==> src/rtl/clock_set_ctrl.sv <==
// clock_set_ctrl: time-set controller for the 24-hour BCD counter (edit hours/minutes, blink, commit load)
module clock_set_ctrl #(
    parameter int BLINK_DIV   = 500,
    parameter int TIMEOUT     = 10000,
    parameter int REPEAT_DLY  = 500,
    parameter int REPEAT_RATE = 100
) (
    input  logic        kh_clk,
    input  logic        reset,
    input  logic        btn_mode,
    input  logic        btn_inc,
    input  logic        btn_dec,
    input  logic [23:0] cur_time,
    output logic        run_en,
    output logic        load_en,
    output logic [23:0] load_time,
    output logic [5:0]  blink_mask,
    output logic [1:0]  set_mode
);
    localparam logic [1:0] S_RUN = 2'd0, S_HR = 2'd1, S_MIN = 2'd2, S_COMMIT = 2'd3;
    localparam int RW = $clog2(REPEAT_DLY + 1);
    localparam int TW = $clog2(TIMEOUT + 1);
    localparam int BW = $clog2(BLINK_DIV + 1);

    logic [1:0]    r_state;
    logic          r_prev_mode, r_prev_inc, r_prev_dec;
    logic [7:0]    r_hr, r_min;
    logic [23:0]   r_load_time;
    logic [RW-1:0] r_rpt;
    logic [TW-1:0] r_idle;
    logic [BW-1:0] r_bdiv;
    logic          r_phase;

    logic       w_mode_p, w_inc_p, w_dec_p, w_hold_inc, w_hold_dec, w_tick;
    logic       w_inc_ev, w_dec_ev, w_up, w_dn, w_busy, w_timeout, w_hr_ok, w_min_ok;
    logic [1:0] w_next;
    logic       w_unused;

    // BCD +/-1 with wrap between 00 and max, digit by digit
    function automatic logic [7:0] bcd_step(input logic [7:0] v, input logic up, input logic [7:0] max);
        if (up)
            return (v == max) ? 8'h00 : (v[3:0] == 4'd9) ? {v[7:4] + 4'd1, 4'd0} : v + 8'd1;
        return (v == 8'h00) ? max : (v[3:0] == 4'd0) ? {v[7:4] - 4'd1, 4'd9} : v - 8'd1;
    endfunction

    assign w_unused   = ^cur_time[7:0];
    assign w_mode_p   = btn_mode & ~r_prev_mode;
    assign w_inc_p    = btn_inc & ~r_prev_inc;
    assign w_dec_p    = btn_dec & ~r_prev_dec;
    assign w_hold_inc = btn_inc & ~btn_dec;
    assign w_hold_dec = btn_dec & ~btn_inc;
    assign w_tick     = (w_hold_inc | w_hold_dec) && r_rpt == RW'(REPEAT_DLY);
    assign w_inc_ev   = w_inc_p | (w_tick & w_hold_inc);
    assign w_dec_ev   = w_dec_p | (w_tick & w_hold_dec);
    assign w_up       = w_inc_ev & ~w_dec_ev & ~w_mode_p;
    assign w_dn       = w_dec_ev & ~w_inc_ev & ~w_mode_p;
    assign w_busy     = btn_mode | btn_inc | btn_dec;
    assign w_timeout  = !w_busy && r_idle == TW'(TIMEOUT - 1);
    assign w_hr_ok    = cur_time[23:20] <= 4'd2 && cur_time[19:16] <= 4'd9 && cur_time[23:16] <= 8'h23;
    assign w_min_ok   = cur_time[15:12] <= 4'd5 && cur_time[11:8] <= 4'd9;
    assign w_next     = (r_state == S_COMMIT) ? S_RUN :
                        (r_state == S_RUN)    ? (w_mode_p ? S_HR : S_RUN) :
                        w_mode_p              ? ((r_state == S_HR) ? S_MIN : S_COMMIT) :
                        w_timeout             ? S_RUN : r_state;

    always_ff @(posedge kh_clk) begin
        if (reset) begin
            r_state     <= S_RUN;
            r_prev_mode <= 1'b1;
            r_prev_inc  <= 1'b1;
            r_prev_dec  <= 1'b1;
            r_hr        <= 8'h00;
            r_min       <= 8'h00;
            r_load_time <= 24'h0;
            r_rpt       <= '0;
            r_idle      <= '0;
            r_bdiv      <= '0;
            r_phase     <= 1'b0;
        end else begin
            r_state     <= w_next;
            r_prev_mode <= btn_mode;
            r_prev_inc  <= btn_inc;
            r_prev_dec  <= btn_dec;
            r_rpt       <= !(w_hold_inc | w_hold_dec) ? '0 :
                           w_tick ? RW'(REPEAT_DLY - REPEAT_RATE + 1) : r_rpt + 1'b1;
            r_idle      <= (r_state == S_RUN || r_state == S_COMMIT || w_busy || w_next != r_state)
                           ? '0 : r_idle + 1'b1;
            if (r_state == S_RUN && w_mode_p) begin
                r_hr  <= w_hr_ok ? cur_time[23:16] : 8'h00;
                r_min <= w_min_ok ? cur_time[15:8] : 8'h00;
            end else if (r_state == S_HR && (w_up | w_dn))
                r_hr  <= bcd_step(r_hr, w_up, 8'h23);
            else if (r_state == S_MIN && (w_up | w_dn))
                r_min <= bcd_step(r_min, w_up, 8'h59);
            if (r_state == S_MIN && w_mode_p)
                r_load_time <= {r_hr, r_min, 8'h00};
            if (w_next != r_state) begin
                r_bdiv  <= '0;
                r_phase <= 1'b0;
            end else if (r_bdiv == BW'(BLINK_DIV - 1)) begin
                r_bdiv  <= '0;
                r_phase <= ~r_phase;
            end else
                r_bdiv  <= r_bdiv + 1'b1;
        end
    end

    assign run_en     = r_state == S_RUN;
    assign load_en    = r_state == S_COMMIT;
    assign load_time  = r_load_time;
    assign set_mode   = r_state;
    assign blink_mask = !r_phase ? 6'b000000 : (r_state == S_HR) ? 6'b110000 :
                        (r_state == S_MIN) ? 6'b001100 : 6'b000000;
endmodule

==> config.mk <==
export PLATFORM = sky130hd
export DESIGN_NAME = clock_set_ctrl
export DESIGN_NICKNAME = d
export VERILOG_FILES = /design/src/rtl/clock_set_ctrl.sv
export SDC_FILE = /design/constraint.sdc
export NUM_CORES = 1
export LEC_CHECK = 0
export ABC_CLOCK_PERIOD_IN_PS = 2320
export BUFFER_PORTS_ARGS = -buffer_cell sky130_fd_sc_hd__buf_2
export CAP_MARGIN = 20
export CORE_MARGIN = 4
export CORE_UTILIZATION = 50
export CTS_BUF_LIST = sky130_fd_sc_hd__clkbuf_16
export CTS_CLUSTER_SIZE = 14
export DETAILED_ROUTE_END_ITERATION = 8
export GPL_TIMING_DRIVEN = 0
export HOLD_SLACK_MARGIN = 0.08
export PLACE_DENSITY_LB_ADDON = 0.25
export SLEW_MARGIN = 20
export SYNTH_ARGS = -nofsm -noshare
export SYNTH_HDL_FRONTEND = slang
export SYNTH_SLANG_ARGS = --single-unit
==> constraint.sdc <==
create_clock -name kh_clk -period 2.32 [get_ports kh_clk]
set_input_delay 0.232 -clock kh_clk [delete_from_list [all_inputs] [get_ports kh_clk]]
set_output_delay 0.232 -clock kh_clk [all_outputs]
set_load 0.02 [all_outputs]
# Word-level counts from Yosys, hierarchy flattened
# Index checks and enable logic that the tools add are counted.
# classes
add_sub_neg,11
n_lt_le_gt_ge,5
n_eq_ne,12
n_mux,37
n_bitwise,27
reduce_logical,26
# op_table
cell,count
8-bit 2-to-1 mux,19
9-bit by 1-bit adder with 9-bit output (second input constant),2
9-bit equality test (second input constant),2
8-bit by 1-bit adder with 8-bit output (second input constant),2
8-bit logical NOT,2
8-bit by 1-bit subtractor with 8-bit output (second input constant),2
14-bit by 1-bit adder with 14-bit output (second input constant),1
14-bit equality test (second input constant),1
6-bit 2-to-1 mux,2
1-bit bitwise AND,11
1-bit 2-to-1 mux,10
1-bit NOT,10
1-bit logical AND,9
9-bit 2-to-1 mux,1
4-bit by 1-bit adder with 4-bit output (second input constant),2
4-bit equality test (second input constant),2
8-bit by 6-bit equality test with 1-bit output (second input constant),1
8-bit by 7-bit equality test with 1-bit output (second input constant),1
4-bit less-or-equal comparator (second input constant),2
8-bit by 6-bit less-or-equal comparator with 1-bit output (second input constant),1
4-bit logical NOT,2
2-bit 2-to-1 mux,4
4-bit by 1-bit subtractor with 4-bit output (second input constant),2
1-bit bitwise OR,6
other kinds (14),21
# totals
regBits,70
inputBits,29
output_inout_bits,34
word_cells,130

# Depth between registers and ports, before layout
# logic_depth
word_depth,19
depth_mapped,10
ltp_nobuf,8

# Worst setup path before layout
# No wires, ideal clock.
# synth_timing
kind,input port to flip-flop
start,in btn_inc
end,reg r_hr[2]
setup_ns,0.074
arrival_time_ns,2.123
t_required_ns,2.246
slack_ns,0.123
stages,9
n_path_buf,1
cell_sequence,inv_1 -> ha_1 -> and4bb_4 -> a41oi_4 -> nor4_4 -> buf_6 -> nor2_1 -> a211o_1 -> a31oi_1
# synth_between
elab_chain_cells,16
elab_cells_between_ends,26
classes_between,mux (7); bitwise (16); reduce/logical (3)
# synth_rtl
item,line_no,text
from (decl),11,"input logic btn_inc,"
1-bit NOT,51,assign w_hold_dec = btn_dec & ~btn_inc;
1-bit bitwise AND,51,
1-bit bitwise OR,52,assign w_tick = (w_hold_inc | w_hold_dec) && r_rpt == RW'(REPEAT_DLY);
1-bit logical AND,52,
1-bit bitwise AND,54,assign w_dec_ev = w_dec_p | (w_tick & w_hold_dec);
1-bit bitwise OR,54,
1-bit NOT,55,assign w_up = w_inc_ev & ~w_dec_ev & ~w_mode_p;
1-bit bitwise AND (2 in series),55,
1-bit 2-to-1 mux,41,if (up)
1-bit 2-to-1 mux,91,end else if (r_state == S_HR && (w_up | w_dn))
1-bit 2-to-1 mux,88,if (r_state == S_RUN && w_mode_p) begin
1-bit 2-to-1 mux,67,if (reset) begin
8-bit 2-to-1 mux,43,"return (v == 8'h00) ? max : (v[3:0] == 4'd0) ? {v[7:4] - 4'd1, 4'd9} : v - 8'd1;"
8-bit 2-to-1 mux,91,
8-bit 2-to-1 mux,88,
to (signal assigned),89,r_hr <= w_hr_ok ? cur_time[23:16] : 8'h00;
to (signal assigned),92,"r_hr <= bcd_step(r_hr, w_up, 8'h23);"
to (decl),27,"logic [7:0] r_hr, r_min;"
# Parallel ways exist; a longest one is shown, timed or not. The select of a mux whose other input is x is not followed.
# A chain may end at the register's enable or synchronous reset.

# Worst setup path in the final report
# layout_timing
start,reg r_rpt[0]
end,reg r_hr[3]
# layout_between
elab_chain_cells,14
elab_cells_between_ends,22
classes_between,eq/ne (1); mux (7); bitwise (11); reduce/logical (3)
# layout_rtl
item,line_no,text
from (decl),29,logic [RW-1:0] r_rpt;
from (signal assigned),84,r_rpt <= !(w_hold_inc | w_hold_dec) ? '0 :
9-bit equality test (*),52,
1-bit logical AND (*),52,
1-bit bitwise AND,54,
1-bit bitwise OR,54,
1-bit NOT,55,
1-bit bitwise AND (2 in series),55,
1-bit 2-to-1 mux,41,
1-bit 2-to-1 mux,91,
1-bit 2-to-1 mux,88,
1-bit 2-to-1 mux,67,
8-bit 2-to-1 mux,43,
8-bit 2-to-1 mux,91,
8-bit 2-to-1 mux,88,
# Every way passes the cells marked *; elsewhere a longest branch is shown, timed or not. The select of a mux whose other input is x is not followed.

==> load_flow_metrics.sql <==
INSERT INTO impl_metrics (metric_group, metric, value, unit) VALUES
('pwr', 'p_int', '2.18', 'mW'),
('clocking', 'cts_inserted_buffers', '9', ''),
('hold_path', 'hold_path_class', 'primary input to flip-flop', ''),
('yosys', 'synthDistinctLibCells', '63', ''),
('yosys', 'netlist.top_cell.by_area', 'dfxtp_1', ''),
('sta', 'timing_worst_slew_pin_value', '0.845', 'ns'),
('placed_design', 'finalWeightedCongestion', '0.912', ''),
('final_layout', 'finalInstanceArea', '5020', 'sq um'),
('worst_setup_path', 'setup.reg_to_reg.worst_slack', '0.1', 'ns'),
('yosys', 'post_synth_main_area_contributors', 'dfxtp_1 33%, ha_1 7.1%, nand2_1 5.7%', ''),
('run', 'drv_cap', '0', ''),
('global_route', 'largest_net_degree_at_the_start_of_global_routing', '13', ''),
('detailed_routing', 'postRouteAntennaNets', '0', ''),
('worst_setup_path', 'startpoint_type', 'flip-flop', ''),
('detailed_routing', 'drt-initial-drc-count', '227', ''),
('yosys', 'yosys_register_bits', '70', ''),
('detailed_routing', 'routed_wl', '10800', 'um'),
('yosys', 'yosysTopAreaCellShare', '33.1', '%'),
('floorplan', 'die_y', '100', 'um'),
('placed_design', 'detailed_place.area', '4610', 'sq um'),
('pwr', 'power_per_cell_area', '584', 'nW/um^2'),
('yosys', 'yosys_most_used_dff', 'dfxtp_1', ''),
('final_layout', 'n_antenna_cell', '0', ''),
('clocking', 'clock_latency', '0.33', 'ns'),
('detailed_routing', 'routedWlPerCell', '15.4', 'um'),
('final_layout', 'layout-drive-gt1-share', '17.7', '%'),
('global_route', 'number_of_antenna_violations_at_the_first_check_in_global_routing', '0', ''),
('global_route', 'wire_length_of_the_first_global_routing_pass', '18200', 'um'),
('floorplan', 'start_util', '51.5', '%'),
('placed_design', 'port_buffers', '43', ''),
('yosys', 'post_synthesis_area_per_instance', '8.04', 'sq um'),
('final_layout', 'layout_filler_cell_count', '742', ''),
('pwr', 'switching_power', '747', 'uW'),
('yosys', 'yosysMostFrequentCell', 'dfxtp_1', ''),
('floorplan', 'number_of_cell_rows', '33', ''),
('detailed_routing', 'routed.top_layer', 'met4', ''),
('floorplan', 'fp.dieArea', '10000', 'sq um'),
('pwr', 'p_leak', '1.98', 'nW'),
('floorplan', 'io_pins', '63', ''),
('floorplan', 'chipWidth', '100', 'um'),
('clocking', 'clock_sinks', '70', ''),
('sta', 'finalHoldViolations', '0', ''),
('run_status', 'outcome', 'finished clean', ''),
('worst_setup_path', 'worst-endpoint-arrival', '2.46', 'ns'),
('global_route', 'grt_usage', '22.3', '%'),
('pwr', 'clock_group_share_of_total_power', '46.3', '%'),
('detailed_routing', 'detail_route.vias_per_cell', '5.78', ''),
('sta', 'worst_slew_margin_rel', '43.2', '%'),
('clocking', 'clock_pin_slew_of_the_registers_on_the_worst_case_setup_and_hold_paths', '0.06', 'ns'),
('yosys', 'yosys_warnings', '0', ''),
('sta', 'setup_repair_after_global_routing_missed_its_margin', 'yes', ''),
('detailed_routing', 'dr_total_vias', '4067', ''),
('worst_setup_path', 'timing_worst_setup_path_type', 'flip-flop to flip-flop', ''),
('sta', 'setup_viol', '0', ''),
('pwr', 'p_comb_share', '11.5', '%'),
('clocking', 'tritoncts_clock_tree', 'built', ''),
('worst_setup_path', 'worst_ep_required_time', '2.55', 'ns'),
('worst_setup_path', 'timing.critical_path.to_type', 'flip-flop', ''),
('yosys', 'netlist_top_cells_count', '70 x dfxtp_1, 64 x nand2_1, 36 x nor3_1', ''),
('sta', 'timing.clock.skew', '0.00845', 'ns'),
('detailed_routing', 'wl_met1', '4720', 'um'),
('clocking', 'clock-root-buffer', 'clkbuf_16', ''),
('sta', 'timing.final.max_slew_violations', '0', ''),
('detailed_routing', 'met3_wirelength', '783', 'um'),
('worst_setup_path', 'worstPathMaxFanout', '4', ''),
('global_route', 'globalRouteOverflowTotal', '0', ''),
('pwr', 'power.switching_fraction', '25.5', '%'),
('floorplan', 'core_area', '8220', 'sq um'),
('sta', 'setup_tns', '0', 'ns'),
('detailed_routing', 'dr.pass1.iters', '5', ''),
('sta', 'setup_slack', '0.0990', 'ns');
==> path summary, 6_finish.rpt <==
check,startpoint,endpoint,depth (start not counted)
worst min register to register,load_time[8]$_SDFFE_PP0P_,load_time[8]$_SDFFE_PP0P_,2
worst min-delay path,btn_dec,r_prev_dec$_SDFF_PP1_,3
worst max-delay path,r_rpt[0]$_SDFF_PP0_,r_hr[3]$_SDFFE_PP0P_,10
worst max register to register,r_rpt[0]$_SDFF_PP0_,r_hr[3]$_SDFFE_PP0P_,10
==> placed cells by master (no fill, tap or decap), drive strengths merged, types with 6 or more instances in the layout <==
cell    Yosys  routed
dfxtp      70      70
a211oi     11      11
nor2       31      31
o21ai      12      12
and3       14      14
a31oi       7       7
nor3       36      36
conb        1      10
xnor2      22      22
nand4       6       6
buf        19      69
a21oi      31      31
inv        21      23
clkbuf     23      30
ha         24      24
nor4        9       9
xor2       16      16
nand2      64      64
nand3      25      25
nor2b       7       7
==> final cells by class <==
cell class	instances	area, sq um	area share [%]
well taps	105	131	2.62
repair buffers	49	260	5.19
clock inverters	7	65.1	1.30
flip-flops and latches	70	1400	28.0
multi-input cells	402	2610	52.1
plain buffers	41	240	4.79
inverters	21	78.8	1.57
clock buffers	9	225	4.49
==> what timing repair did <==
item	in CTS	in global routing
buffers inserted	0	6
pin swaps	0	2
setup endpoints to repair	32	36
hold buffers	0	0
gates resized for setup	6	23
==> power groups by stage <==
stage,registers (mW),logic (mW),clock network (mW)
after floorplan,1.26,0.228,0
after global routing,1.24,0.367,1.43
final,1.24,0.336,1.36
after detailed placement,1.26,0.309,0
after global placement,1.26,0.303,0
after CTS,1.24,0.314,1.37
==> per-stage QoR <==
stage          instances  util, %
6_report             704     61.1
3_5_place_dp         683     56.1
3_3_place_gp         683     56.1
5_1_grt              704     61.1
2_1_floorplan        535        -
4_1_cts              699     59.8
==> kinds of logic after synthesis <==
logic type / synth area share, %
AO/OA/AOI/OAI: 16.8
XOR/XNOR: 7.87
adder cells (fa/ha/maj): 7.10
buffers and inverters: 7.16
flip-flops: 33.1
multiplexers: 0.739
other: 0.0886
AND/OR/NAND/NOR: 27.2
==> critical path, cell delays in order, from the launching register on <==
cell and delay [ns]:
dfxtp_2 0.35, inv_1 0.05, ha_1 0.19, and4bb_4 0.23, a41oi_4 0.22, buf_4 0.17, nor4_4 0.05, buf_4 0.16
nor4_1 0.36, a211oi_2 0.08, a211oi_1 0.27
==> sequential cells by signal, summed over array words and instances, names as in the netlist <==
signal / cells
r_min: 8
r_bdiv: 9
r_hr: 8
load_time: 16
r_phase: 1
r_prev_inc: 1
r_rpt: 9
set_mode: 2
r_prev_dec: 1
r_prev_mode: 1
r_idle: 14
==> layer usage <==
| metal | vias up | GRT usage (%) |
|---|---|---|
| li1 | 1983 | - |
| met1 | 1928 | 29.5 |
| met2 | 137 | 36.3 |
| met3 | 19 | 4.03 |
| met4 | 0 | 8.19 |
| met5 | - | 0 |
Power figures use the tool's default switching activity.
